$ cat src/rtl/imem_pkg.sv
// Shared constants for the pipelined instruction memory.
package imem_pkg;
   localparam int DATA_W_DEF  = 32;
   localparam int ADDR_W_DEF  = 32;
   localparam int DEPTH_DEF   = 128;
   localparam int LATENCY_DEF = 1;
   localparam int LAT_MAX     = 4;
   localparam int INIT_INDEX  = 0;
   localparam int INIT_ZERO   = 1;
   localparam int CNT_W       = $clog2(LAT_MAX + 1);
endpackage

$ cat src/rtl/imem_rsp_fifo.sv
// Synchronous response FIFO; holds results the consumer stalls on.
module imem_rsp_fifo #(
   parameter int W     = 33,
   parameter int DEPTH = 1
) (
   input  logic         clk_i,
   input  logic         rst_n_i,
   input  logic         push_i,
   input  logic         pop_i,
   input  logic [W-1:0] wdata_i,
   output logic [W-1:0] rdata_o,
   output logic         full_o,
   output logic         empty_o
);
   localparam int PW = (DEPTH > 1) ? $clog2(DEPTH) : 1;
   localparam int SZ = 1 << PW;
   localparam int CW = $clog2(DEPTH + 1);

   logic [W-1:0]  mem_q [SZ];
   logic [PW-1:0] wr_q, rd_q;
   logic [CW-1:0] cnt_q;
   logic          do_push, do_pop;

   function automatic logic [PW-1:0] nxt(input logic [PW-1:0] p);
      return (p == PW'(DEPTH - 1)) ? '0 : p + PW'(1);
   endfunction

   assign full_o  = (cnt_q == CW'(DEPTH));
   assign empty_o = (cnt_q == '0);
   assign do_push = push_i && !full_o;
   assign do_pop  = pop_i && !empty_o;
   assign rdata_o = mem_q[rd_q];

   always_ff @(posedge clk_i) begin
      if (!rst_n_i) begin
         wr_q  <= '0;
         rd_q  <= '0;
         cnt_q <= '0;
      end else begin
         if (do_push) wr_q <= nxt(wr_q);
         if (do_pop)  rd_q <= nxt(rd_q);
         unique case ({do_push, do_pop})
            2'b10:   cnt_q <= cnt_q + CW'(1);
            2'b01:   cnt_q <= cnt_q - CW'(1);
            default: cnt_q <= cnt_q;
         endcase
      end
   end

   always_ff @(posedge clk_i) begin
      if (do_push) mem_q[wr_q] <= wdata_i;
   end
endmodule

$ cat src/rtl/pipelined_imem.sv
// Instruction memory with a fixed-latency read pipe, response FIFO
// and a program-load write port.
module pipelined_imem
   import imem_pkg::*;
#(
   parameter int DATA_W    = DATA_W_DEF,
   parameter int ADDR_W    = ADDR_W_DEF,
   parameter int DEPTH     = DEPTH_DEF,
   parameter int LATENCY   = LATENCY_DEF,
   parameter int INIT_MODE = INIT_INDEX
) (
   input  logic              Clk,
   input  logic              Reset_n,
   input  logic              Req_valid,
   output logic              Req_ready,
   input  logic [ADDR_W-1:0] Req_addr,
   output logic              Rsp_valid,
   input  logic              Rsp_ready,
   output logic [DATA_W-1:0] Rsp_instr,
   output logic              Rsp_err,
   input  logic              Load_en,
   input  logic [ADDR_W-1:0] Load_addr,
   input  logic [DATA_W-1:0] Load_data
);
   localparam int IDX_W = $clog2(DEPTH);
   localparam int FW    = DATA_W + 1;

   typedef logic [DATA_W-1:0] mem_t [DEPTH];

   function automatic mem_t init_mem();
      mem_t m;
      for (int i = 0; i < DEPTH; i++)
         m[i] = (INIT_MODE == INIT_ZERO) ? '0 : DATA_W'(4 * i);
      return m;
   endfunction

   mem_t mem_q = init_mem();

   logic [LATENCY-1:0] pv_q;
   logic               pe_q [LATENCY];
   logic [DATA_W-1:0]  pd_q [LATENCY];
   logic [CNT_W-1:0]   count_q, count_d;

   logic             acc, rsp_pop, req_bad, ld_bad;
   logic [IDX_W-1:0] req_idx, ld_idx;
   logic             f_push, f_pop, f_full, f_empty;
   logic [FW-1:0]    f_rdata, tail, sel;

   assign req_idx = Req_addr[IDX_W+1:2];
   assign ld_idx  = Load_addr[IDX_W+1:2];
   assign req_bad = (Req_addr[1:0] != 2'b00) ||
                    ((Req_addr >> (IDX_W + 2)) != '0);
   assign ld_bad  = (Load_addr[1:0] != 2'b00) ||
                    ((Load_addr >> (IDX_W + 2)) != '0);

   assign rsp_pop   = Rsp_valid && Rsp_ready;
   assign Req_ready = ((count_q < CNT_W'(LATENCY)) || rsp_pop) &&
                      !Load_en && Reset_n;
   assign acc       = Req_valid && Req_ready;

   always_ff @(posedge Clk) begin
      if (Load_en && !ld_bad) mem_q[ld_idx] <= Load_data;
   end

   always_ff @(posedge Clk) begin
      if (!Reset_n) begin
         pv_q <= '0;
      end else begin
         pv_q[0] <= acc;
         for (int i = 1; i < LATENCY; i++) pv_q[i] <= pv_q[i-1];
      end
   end

   // Data lanes carry no reset; only the valid bits qualify them.
   always_ff @(posedge Clk) begin
      pe_q[0] <= req_bad;
      pd_q[0] <= req_bad ? '0 : mem_q[req_idx];
      for (int i = 1; i < LATENCY; i++) begin
         pe_q[i] <= pe_q[i-1];
         pd_q[i] <= pd_q[i-1];
      end
   end

   assign tail    = {pe_q[LATENCY-1], pd_q[LATENCY-1]};
   assign f_push  = pv_q[LATENCY-1] && !f_full && !(f_empty && Rsp_ready);
   assign f_pop   = !f_empty && Rsp_ready;

   imem_rsp_fifo #(.W(FW), .DEPTH(LATENCY)) u_fifo (
      .clk_i   (Clk),
      .rst_n_i (Reset_n),
      .push_i  (f_push),
      .pop_i   (f_pop),
      .wdata_i (tail),
      .rdata_o (f_rdata),
      .full_o  (f_full),
      .empty_o (f_empty)
   );

   assign sel       = f_empty ? tail : f_rdata;
   assign Rsp_valid = !f_empty || pv_q[LATENCY-1];
   assign Rsp_instr = Rsp_valid ? sel[DATA_W-1:0] : '0;
   assign Rsp_err   = Rsp_valid && sel[DATA_W];

   always_comb begin
      count_d = count_q;
      unique case ({acc, rsp_pop})
         2'b10:   count_d = count_q + CNT_W'(1);
         2'b01:   count_d = count_q - CNT_W'(1);
         default: count_d = count_q;
      endcase
   end

   always_ff @(posedge Clk) begin
      if (!Reset_n) count_q <= '0;
      else          count_q <= count_d;
   end
endmodule

$ cat config.mk
export PLATFORM = sky130hd
export DESIGN_NAME = pipelined_imem
export DESIGN_NICKNAME = d
export VERILOG_FILES = /design/src/rtl/imem_pkg.sv /design/src/rtl/imem_rsp_fifo.sv /design/src/rtl/pipelined_imem.sv
export SDC_FILE = /design/constraint.sdc
export NUM_CORES = 2
export LEC_CHECK = 0
export ABC_AREA = 1
export BUFFER_PORTS_ARGS = -buffer_cell sky130_fd_sc_hd__buf_2
export CAP_MARGIN = 20
export CORE_UTILIZATION = 43
export DETAILED_ROUTE_END_ITERATION = 6
export HOLD_SLACK_MARGIN = 0.08
export MAX_ROUTING_LAYER = met4
export PLACE_DENSITY = 0.56
export REMOVE_ABC_BUFFERS = 1
export SYNTH_ARGS = -nofsm -noshare
export SYNTH_HDL_FRONTEND = slang
export SYNTH_MEMORY_MAX_BITS = 65536
export SYNTH_SLANG_ARGS = --single-unit
$ cat constraint.sdc
create_clock -name Clk -period 2.9 [get_ports Clk]
set_input_delay 0 -clock Clk [delete_from_list [all_inputs] [get_ports Clk]]
set_output_delay 0 -clock Clk [all_outputs]
set_load 0.005 [all_outputs]
==> qor.yml <==
setup_path:
  critPathRequiredTime_ps: 3780
  cp_cell_sequence: "nand2_1, nand3_1, nand3_1, nand3_1, nand3_1, nand3_1, nand3_1, dlygate4sd3_1, a21oi_1, dlygate4sd3_1"
  worstPathArrival_ps: 3710
  critical-path-top-delay-family: "buffers and inverters"
  critPathMaxStageDelay_ps: 590
  crit_path_end_kind: "flop"
  r2r_slack_ps: 80
  crit_path_top_delay_cell: "dlygate4sd3_1"
  critPathBufInv: 2
  critical_path_class: "flop to flop"
  path_max_fanout: 1
  crit_path_frequent_cell: "nand3_1"
  worst_setup_path_start_kind: "flop"
synthesis:
  synth_area_leaders: "edfxtp_1, nand3_1, nand2_1"
  synth_xor_area_share_pct: 0.00529
  synth_fa_ha_area_share_pct: 0.0227
  synth.ff_latch_count: 4167
  synth_area_mm2: 0.165
  avgSynthCellArea_um2: 12.2
  yosys.area.top_type: "edfxtp_1"
  synth_top_family_by_area: "simple AND/OR/NAND/NOR gates"
  synth.area.mux_share_pct: 0
  synth-compound-area-share_pct: 0.122
  yosys_warnings: 0
  synth_top_cell_area_share_pct: 74.9
  synthDistinctLibCells: 22
  postSynthCellCount: 13600
  synth-simple-area-share_pct: 22.2
  synth_seq_area_share_pct: 75.4
timing:
  fmax_mhz: 354
  clock_skew_ps: 60.7
  min_period_ps: 2820
  rsz0062_at_grt: "no"
  relSlewSlack_pct: 31.4
  setup_violations: 0
  slew_violations: 0
  hold_viol: 0
  finalCritPeriodShare_pct: 97.4
  tightest_slew_ps: 1030
detailed_routing:
  finalWirelength_mm: 536
  drc: 0
  drtPass1Iterations: 6
  antenna_left: 0
  drtIter0Drc: 14300
  wl_per_cell_um: 27.4
  vias_per_cell: 5.70
  num_vias: 111000
finish:
  final_common_cell: "nand2_1"
  final_util_pct: 50.8
  nets: 14200
  final_cell_mix: "nand2_1, edfxtp_1, nand3_1"
  seqCellArea_mm2: 0.125
  fill_cells: 32600
  multi_input_area_mm2: 0.0381
  area_growth_pct: 17.6
  drive_gt1_share_pct: 11.4
  final_cell_area_mm2: 0.195
floorplan:
  io_pins: 136
  die-height_um: 622
  die_w_um: 622
  row_count: 227
  initial_core_util_pct: 43.2
  die-area_mm2: 0.387
  core_area_mm2: 0.383
global_route:
  grt_max_degree: 129
  grt_pass1_vias: 103000
  met2_usage_pct: 41.6
  top_usage_layer: "met2"
  grt_usage_pct: 27.9
  gr-total-overflow: 0
  antenna_found_initial: 33
  use_met1_pct: 39.2
  gr-usage-met3_pct: 3.50
  grt_pass1_wl_mm: 763
hold_path:
  hold_class: "input port to flop"
cts:
  clkLatencyLatePin_ps: 1010
  cts_buffer_depth: 4
  clkTransAtPathRegs_ps: 60
  h-tree-depth: 5
  cts_tree: "built"
  clock-root-buffer: "clkbuf_16"
  cts_made_buffers: 440
  clock_sinks: 4167
power_and_ir_drop:
  total_leakage_power_uw: 0.0681
  powerDensity_mw_per_mm2: 668
  vdd_drop_max_mv: 0.511
placed_design:
  port_buffers: 135
  placed_cell_area_mm2: 0.180
  globalplace.congestion: 0.919
  hpwlAfterDp_mm: 318
run:
  maxCapViolCount: 0
run_status:
  outcome: "finished, final reports clean"
-- cell usage after synthesis --
cell type	n
o21ai_0	4
inv_2	4
buf_2	95
edfxtp_1	4129
a31oi_1	1
xor2_1	1
a21oi_1	35
nand3_1	4073
nand4_1	3
nor3_1	3
nor4_1	6
or4_1	1
nand3b_1	1
ha_1	3
buf_1	166
nor4_4	1
nor2_1	152
nand2_1	4185
clkinv_1	1
dfxtp_1	38
clkbuf_1	661
inv_1	22
-- routing by layer --
layer	share of wire (%)	vias up
met5	0	-
met4	4.2	0
met3	8.1	819
met2	46	5098
met1	42	55600
li1	-	49900
-- stage by stage --
step                      power, uW  setup TNS (ps)  hold slack [ps]  setup WS (ps)  instances
final                        130000               0             89.6           76.1      19600
after global routing         133000               0              112           32.6      19500
after CTS                    131000               0             83.9           60.0      19500
after detailed placement      75800            -599              219           -327      18600
after global placement        75700            -627              224           -292      18600
after floorplan               71900        -1440830             44.6         -13380      12700
-- cells by family (layout without fill, tap and decap cells) --
logic type | after synthesis | after routing
other cells | 0 | 35
compound gates | 40 | 40
buf+inv | 949 | 1841
xor+xnor | 1 | 1
fa+ha+maj | 3 | 3
flops | 4167 | 4167
simple gates | 8425 | 8425
-- path summary, 6_finish.rpt --
check | from | end | cells after the start
worst max-delay path | mem_q[87][25] | pd_q[0][25] | 10
worst max register to register | mem_q[87][25] | pd_q[0][25] | 10
worst min-delay path | Load_data[15] | mem_q[32][15] | 2
worst min register to register | pe_q[0] | u_fifo.mem_q[0][32] | 0
-- sequential cells by signal (all words and copies together), names as in the netlist --
register,count
mem_q,4096
u_fifo.mem_q,33
pd_q,32
count_q,3
pe_q,1
pv_q,1
u_fifo.full_o,1
-- cell type report --
cell class / instances / area share, %
tap: 5038 / 3.24
inverter: 27 / 0.0727
clock inverter: 257 / 1.21
clock buffer: 562 / 5.99
sequential: 4167 / 64.1
antenna: 35 / 0.0450
timing repair buffer: 995 / 5.73
multi-input combinational: 8469 / 19.6
-- report_power, final --
part / internal [uW] / switching (uW)
Sequential: 66200 / 5.98
Clock: 31700 / 23600
Combinational: 2310 / 6240
Total: 100000 / 29800
-- timing repair --
item,4_1_cts,5_1_grt
resized for setup,0,1
hold endpoints to repair,5374,0
hold buffers,82,0
setup buffers,0,0
endpoints found under the setup margin,0,7
No activity file was read; power rests on OpenSTA's default activity.
